## src/rtl/vec_cpu_pkg.sv

```systemverilog
// Shared types and default sizes for the vector CPU datapath.
package vec_cpu_pkg;

  localparam int unsigned LANES_DEF  = 8;
  localparam int unsigned ELEM_W_DEF = 8;
  localparam int unsigned ADDR_W_DEF = 16;

  // Bit 1 selects load, bit 0 selects scalar.
  typedef enum logic [1:0] {
    MOP_GV = 2'b00,  // store vector
    MOP_GE = 2'b01,  // store scalar
    MOP_CV = 2'b10,  // load vector
    MOP_CE = 2'b11   // load scalar
  } mem_op_e;

  typedef enum logic [1:0] {
    IDLE  = 2'd0,
    RUN   = 2'd1,
    DRAIN = 2'd2,
    DONE  = 2'd3
  } vmem_state_e;

  function automatic logic op_is_load(input mem_op_e op);
    return op[1];
  endfunction

  function automatic logic op_is_vec(input mem_op_e op);
    return ~op[0];
  endfunction

endpackage

```

## src/rtl/vmem_addr_gen.sv

```systemverilog
// Lane counter, base/stride address accumulator and last-lane flag.
module vmem_addr_gen #(
  parameter int unsigned LANES  = 8,
  parameter int unsigned ADDR_W = 16,
  localparam int unsigned IdxW  = (LANES > 1) ? $clog2(LANES) : 1
) (
  input  logic              clk,
  input  logic              rst,
  input  logic              start,
  input  logic              is_vec,
  input  logic              step,
  input  logic [ADDR_W-1:0] base,
  input  logic [ADDR_W-1:0] stride,
  output logic [ADDR_W-1:0] addr,
  output logic [IdxW-1:0]   idx,
  output logic              last
);

  logic [ADDR_W-1:0] addr_q;
  logic [ADDR_W-1:0] stride_q;
  logic [IdxW-1:0]   idx_q;
  logic [IdxW-1:0]   last_idx_q;

  // Load on start, then advance one lane per RUN cycle; address wraps naturally.
  always_ff @(posedge clk or posedge rst) begin
    if (rst) begin
      addr_q     <= '0;
      stride_q   <= '0;
      idx_q      <= '0;
      last_idx_q <= '0;
    end else if (start) begin
      addr_q     <= base;
      stride_q   <= stride;
      idx_q      <= '0;
      last_idx_q <= is_vec ? IdxW'(LANES - 1) : '0;
    end else if (step) begin
      addr_q <= addr_q + stride_q;
      idx_q  <= idx_q + 1'b1;
    end
  end

  assign addr = addr_q;
  assign idx  = idx_q;
  assign last = (idx_q == last_idx_q);

endmodule

```

## src/rtl/vec_mem_unit.sv

```systemverilog
// Vector/scalar load-store engine: sequences single-port data-memory accesses lane by lane.
// Optional feature: define VEC_MEM_STRIDE_EN to add a per-operation address stride input.
module vec_mem_unit
  import vec_cpu_pkg::*;
#(
  parameter int unsigned LANES  = LANES_DEF,
  parameter int unsigned ELEM_W = ELEM_W_DEF,
  parameter int unsigned ADDR_W = ADDR_W_DEF
) (
  input  logic                    clk,
  input  logic                    rst,
  input  logic                    cl_mem_st,
  input  logic [1:0]              cl_mem_op,
  input  logic [ADDR_W-1:0]       base_addr,
`ifdef VEC_MEM_STRIDE_EN
  input  logic [ADDR_W-1:0]       stride,
`endif
  input  logic [LANES*ELEM_W-1:0] vec_wdata,
  input  logic [ELEM_W-1:0]       esc_wdata,
  output logic                    mem_rdy,
  output logic [LANES*ELEM_W-1:0] vec_rdata,
  output logic [ELEM_W-1:0]       esc_rdata,
  output logic [ADDR_W-1:0]       dmem_addr,
  output logic                    dmem_we,
  output logic [ELEM_W-1:0]       dmem_wdata,
  input  logic [ELEM_W-1:0]       dmem_rdata
);

  localparam int unsigned IdxW = (LANES > 1) ? $clog2(LANES) : 1;

  vmem_state_e state_q, state_d;
  mem_op_e     op_q;
  logic [LANES*ELEM_W-1:0] vec_wdata_q;
  logic [ELEM_W-1:0]       esc_wdata_q;
  logic [LANES*ELEM_W-1:0] ld_buf_q;
  logic [LANES*ELEM_W-1:0] vec_rdata_q;
  logic [ELEM_W-1:0]       esc_rdata_q;

  logic              start;
  logic              is_load;
  logic              is_vec;
  logic [ADDR_W-1:0] stride_eff;
  logic [ADDR_W-1:0] lane_addr;
  logic [IdxW-1:0]   idx;
  logic [IdxW-1:0]   cap_idx;
  logic              last;
  logic [ELEM_W-1:0] lane_wdata;
  logic [LANES*ELEM_W-1:0] vec_merge;

`ifdef VEC_MEM_STRIDE_EN
  assign stride_eff = stride;
`else
  assign stride_eff = ADDR_W'(1);
`endif

  assign start   = (state_q == IDLE) && cl_mem_st;
  assign is_load = op_is_load(op_q);
  assign is_vec  = op_is_vec(op_q);
  // Read data lags the address by one cycle, so it belongs to the previous lane.
  assign cap_idx = idx - 1'b1;

  vmem_addr_gen #(
    .LANES  (LANES),
    .ADDR_W (ADDR_W)
  ) u_addr_gen (
    .clk    (clk),
    .rst    (rst),
    .start  (start),
    .is_vec (op_is_vec(mem_op_e'(cl_mem_op))),
    .step   (state_q == RUN),
    .base   (base_addr),
    .stride (stride_eff),
    .addr   (lane_addr),
    .idx    (idx),
    .last   (last)
  );

  // FSM state register.
  always_ff @(posedge clk or posedge rst) begin
    if (rst) state_q <= IDLE;
    else     state_q <= state_d;
  end

  // Select the store element for the current lane.
  always_comb begin
    lane_wdata = '0;
    for (int i = 0; i < LANES; i++) begin
      if (idx == IdxW'(i)) lane_wdata = vec_wdata_q[i*ELEM_W +: ELEM_W];
    end
  end

  // Next state and memory-port drive; port is quiet outside RUN.
  always_comb begin
    state_d    = state_q;
    mem_rdy    = 1'b0;
    dmem_addr  = '0;
    dmem_we    = 1'b0;
    dmem_wdata = '0;
    unique case (state_q)
      IDLE: if (cl_mem_st) state_d = RUN;
      RUN: begin
        dmem_addr = lane_addr;
        if (!is_load) begin
          dmem_we    = 1'b1;
          dmem_wdata = is_vec ? lane_wdata : esc_wdata_q;
        end
        if (last) state_d = is_load ? DRAIN : DONE;
      end
      DRAIN: state_d = DONE;
      DONE: begin
        mem_rdy = 1'b1;
        state_d = IDLE;
      end
      default: state_d = IDLE;
    endcase
  end

  // Latch the request so inputs may change while the operation runs.
  always_ff @(posedge clk or posedge rst) begin
    if (rst) begin
      op_q        <= MOP_GV;
      vec_wdata_q <= '0;
      esc_wdata_q <= '0;
    end else if (start) begin
      op_q        <= mem_op_e'(cl_mem_op);
      vec_wdata_q <= vec_wdata;
      esc_wdata_q <= esc_wdata;
    end
  end

  // Final vector result: buffered lanes plus the word arriving in DRAIN.
  always_comb begin
    vec_merge = ld_buf_q;
    vec_merge[(LANES-1)*ELEM_W +: ELEM_W] = dmem_rdata;
  end

  // Gather load lanes into a shadow buffer; publish results only on completion.
  always_ff @(posedge clk or posedge rst) begin
    if (rst) begin
      ld_buf_q    <= '0;
      vec_rdata_q <= '0;
      esc_rdata_q <= '0;
    end else begin
      if (state_q == RUN && is_load && idx != '0) begin
        for (int i = 0; i < LANES; i++) begin
          if (cap_idx == IdxW'(i)) ld_buf_q[i*ELEM_W +: ELEM_W] <= dmem_rdata;
        end
      end
      if (state_q == DRAIN) begin
        if (is_vec) vec_rdata_q <= vec_merge;
        else        esc_rdata_q <= dmem_rdata;
      end
    end
  end

  assign vec_rdata = vec_rdata_q;
  assign esc_rdata = esc_rdata_q;

endmodule

```

## config.mk

```make
export PLATFORM = sky130hd
export DESIGN_NAME = vec_mem_unit
export DESIGN_NICKNAME = d
export VERILOG_FILES = /design/src/rtl/vec_cpu_pkg.sv /design/src/rtl/vmem_addr_gen.sv /design/src/rtl/vec_mem_unit.sv
export SDC_FILE = /design/constraint.sdc
export NUM_CORES = 1
export LEC_CHECK = 0
export ABC_AREA = 1
export ABC_CLOCK_PERIOD_IN_PS = 11250
export CAP_MARGIN = 10
export CORE_MARGIN = 3
export CORE_UTILIZATION = 40
export DETAILED_ROUTE_END_ITERATION = 16
export GPL_TIMING_DRIVEN = 0
export PLACE_DENSITY = 0.74
export SLEW_MARGIN = 5
export SYNTH_ARGS = -nofsm -noshare
export SYNTH_HDL_FRONTEND = slang
export SYNTH_SLANG_ARGS = --single-unit
export TNS_END_PERCENT = 1
```

## constraint.sdc

```tcl
create_clock -name clk -period 11.25 [get_ports clk]
set_input_delay 2.25 -clock clk [delete_from_list [all_inputs] [get_ports clk]]
set_output_delay 2.25 -clock clk [all_outputs]
set_load 0.05 [all_outputs]
```

==> impl_metrics.py <==
metrics = {
    "sta": {
        "min_period_ps": 5750,
        "fin_worst_skew_ps": 17.4,
        "setup_viol": 0,
        "slew_violations": 0,
        "max_slew_margin": 0.501,
        "setup_slack_ps": 5500,
        "final-hold-violation-count": 0,
        "rsz0062_at_grt": "no",
        "max_freq_mhz": 174,
        "fin_crit_sh": 0.511,
        "holdWs_ps": 478,
        "setup-tns-final_ps": 0,
        "worst_pin_slew_ps": 746,
    },
    "pwr": {
        "peakVddDrop_mv": 0.140,
        "leakagePower_nw": 6.19,
        "p_per_area_nw_per_um2": 303,
    },
    "worst_hold_path": {
        "hold_end": "u_addr_gen.stride_q[0]$_DFFE_PP0P_",
        "whs_path_depth": 1,
        "hold_path.class": "register to register",
        "min_from": "u_addr_gen.stride_q[0]$_DFFE_PP0P_",
    },
    "logic_synthesis": {
        "synthCells": 1099,
        "synth_xor_xnor_area_share": 0.000884,
        "avgSynthCellArea_um2": 9.01,
        "synthAdderAreaFrac": 0.0189,
        "synth_top_family_by_area": "simple AND/OR/NAND/NOR gates",
        "synthMuxAreaShare": 0.0637,
        "ys_warn_count": 0,
        "ys_types": 35,
        "ys_ff_latch": 225,
        "syn-cell-area_um2": 9910,
        "synth_compound_area_frac": 0.0731,
        "yosysSeqAreaShare": 0.568,
        "synthSimpleGateAreaFrac": 0.225,
        "syn_nets": 1215,
    },
    "final_layout": {
        "syn2layout_area_growth_pct": 32.2,
        "final_layout_size_suffix_gt1_frac": 0.105,
        "final_util": 0.548,
        "fin_nets": 1440,
        "design_area_um2": 13100,
        "area.sequential_um2": 5630,
        "multi_input_area_um2": 3780,
        "nFillCells": 2145,
        "antenna_cells": 0,
    },
    "worst_setup_path": {
        "path_cells": "inv_1, ha_1, inv_1, nor2_1, o21ai_0, a21oi_1, clkdlybuf4s50_1",
        "crit_top_cell": "inv_1",
        "crit_type": "register to primary output",
        "worst_r2r_path_depth": 7,
        "worstReg2RegEnd": "esc_wdata_q[2]$_DFFE_PP0P_",
        "critPathRequiredTime_ps": 9000,
        "rrSetupSlack_ps": 9050,
        "cpPeakStageDelay_ps": 840,
        "crit_fanout": 10,
        "crit_family": "buffers and inverters",
        "path_buf_inv": 3,
        "end_kind": "primary output",
        "start_kind": "register",
        "timing.rr.start": "state_q[0]$_DFFE_PP0P_",
        "crit_arrival_ps": 3500,
        "slowest_stage": "clkdlybuf4s50_1",
    },
    "global_routing": {
        "grt_use_total": 0.201,
        "grt_pass1_vias": 8202,
        "grt_pass1_wl_um": 42900,
        "grt.overflow.total": 0,
        "antenna_found_initial": 1,
        "grt_start_max_net_pins": 132,
    },
    "drt": {
        "wire_per_inst_um": 16.0,
        "wl_met2_um": 12400,
        "met3_length_um": 1460,
        "wl_met1_um": 12000,
        "vias": 8168,
        "drt-vias-per-instance": 4.92,
        "top_layer": "met5",
        "drc": 0,
        "drtIter0Drc": 640,
        "drtAntennaViolNets": 0,
        "drt_first_pass_iters": 5,
        "routed_wirelength_um": 26600,
    },
    "job": {
        "cap_violations": 0,
    },
    "place": {
        "port_buffers": 198,
        "dp_slack_ps": 6110,
        "placed_area_um2": 12300,
        "gp_congestion": 0.856,
        "dp_hpwl_um": 19000,
    },
    "floorplan": {
        "coreArea_um2": 23900,
        "rows": 56,
        "die_y_um": 163,
        "num_io_pins": 199,
        "die_w_um": 163,
        "start_util": 0.415,
        "dieArea_um2": 26700,
    },
    "cts": {
        "clk_pin_slew_ps": 60,
        "postCtsSetupBuffers": 0,
        "clk_latency_ps": 520,
        "cts.sinks": 225,
        "root_buffer": "clkbuf_16",
        "cts_buffer_depth": 3,
        "numCtsBuffers": 24,
        "cts.htree.levels": 1,
        "cts_hold_buffers": 0,
        "cts-resized-gates": 0,
        "cts_tree": "done",
    },
    "status": {
        "outcome": "complete, no violations",
    },
}
## cells in the final DEF (no fill, tap or decap), types with 4 or more instances in the layout
cell,n
clkbuf_1,24
o21ai_0,97
or2_2,9
nand2_2,4
buf_1,6
nor2_1,33
a211oi_1,4
ha_1,15
clkbuf_16,25
nand2_1,432
buf_4,7
inv_1,68
dfrtp_1,225
nand4_1,4
nand3_1,47
buf_2,13
clkinv_2,5
nor2_4,6
clkdlybuf4s50_1,198
mux2_2,56
a21oi_1,24
nor3_1,6
## logic make-up (layout without fill, tap and decap cells)
logic type / Yosys count / after routing
muxes: 56 / 56
and+or+nand+nor: 546 / 546
DFF: 225 / 225
buffers and inverters: 118 / 361
adders and majority gates: 15 / 15
AOI/OAI and AO/OA: 138 / 138
xor gates and xnor gates: 1 / 1
## per-layer routing
| metal | track usage | vias up |
|---|---|---|
| met5 | 0 | - |
| met4 | 0.0534 | 2 |
| met3 | 0.0289 | 44 |
| met2 | 0.327 | 264 |
| met1 | 0.284 | 3895 |
| li1 | - | 3963 |
## worst register-to-register path, delay by kind of cell, from the launching register on
family                     cells  cell delay, ps
buffers and inverters          3            1120
DFF                            1             390
and+or+nand+nor                3             390
adders and majority gates      1             240
## metrics by stage
stage / total power [W] / std cells
after detailed placement: 0.00320 / 1617
after global placement: 0.00315 / 1616
final: 0.00397 / 1661
after CTS: 0.00399 / 1661
after global routing: 0.00423 / 1661
after floorplan: 0.00260 / 1099
## cell type report
class | instances | share of cell area
plain buffers | 44 | 0.0164
flip-flops and latches | 225 | 0.430
multi-input cells | 756 | 0.289
well taps | 319 | 0.0305
repair buffers | 199 | 0.153
clock buffers | 35 | 0.0529
clock inverters | 9 | 0.00611
inverters | 74 | 0.0220
## how the worst max path moves through the flow
stage / start / endpoint / cells after the start
3_3_place_gp: rst / esc_rdata[1]$_DFFE_PP0P_ / 2
6_report: state_q[1]$_DFFE_PP0P_ / dmem_wdata[2] / 7
2_1_floorplan: rst / esc_rdata[0]$_DFFE_PP0P_ / 1
4_1_cts: u_addr_gen.idx[2]$_DFFE_PP0P_ / dmem_wdata[0] / 16
5_1_grt: u_addr_gen.idx[2]$_DFFE_PP0P_ / dmem_wdata[1] / 16
3_5_place_dp: state_q[1]$_DFFE_PP0P_ / dmem_wdata[0] / 7
## power breakdown
group | total (W) | leakage, nW | internal [W] | switching (W)
logic | 0.00183 | 3.31 | 0.000643 | 0.00118
registers | 0.00138 | 2.50 | 0.00116 | 0.000218
clock network | 0.000773 | 0.380 | 0.000452 | 0.000321
## cells in the mapped netlist
master,n,share of area
a211oi_1,4,0.0030
a21oi_1,24,0.012
a31oi_1,2,0.0013
buf_1,6,0.0023
buf_2,13,0.0066
buf_4,7,0.0053
buf_6,1,0.0011
clkbuf_1,17,0.0064
clkinv_1,2,0.00076
dfrtp_1,225,0.57
ha_1,15,0.019
inv_1,69,0.026
inv_2,2,0.00076
inv_4,1,0.00063
mux2_2,56,0.064
nand2_1,432,0.16
nand2_2,4,0.0025
nand2_4,2,0.0023
nand3_1,47,0.024
nand3_2,1,0.0010
nand4_1,4,0.0025
nor2_1,33,0.013
nor2_4,6,0.0068
nor3_1,6,0.0030
o211ai_1,3,0.0023
o21a_1,1,0.00076
o21ai_0,97,0.049
o21ai_1,2,0.0010
o221ai_1,1,0.00088
o22ai_1,3,0.0019
o311ai_0,1,0.00088
or2_0,1,0.00063
or2_1,1,0.00063
or2_2,9,0.0057
xor2_1,1,0.00088
## state kept, by name, summed over array words and instances (netlist names)
name and flops:
ld_buf_q 56, vec_rdata 64, state_q 2, u_addr_gen.idx 3
op_q 2, esc_rdata 8, vec_wdata_q 64, u_addr_gen.last_idx_q 1
u_addr_gen.stride_q 1, esc_wdata_q 8, u_addr_gen.addr 16
Power figures use the tool's default switching activity.
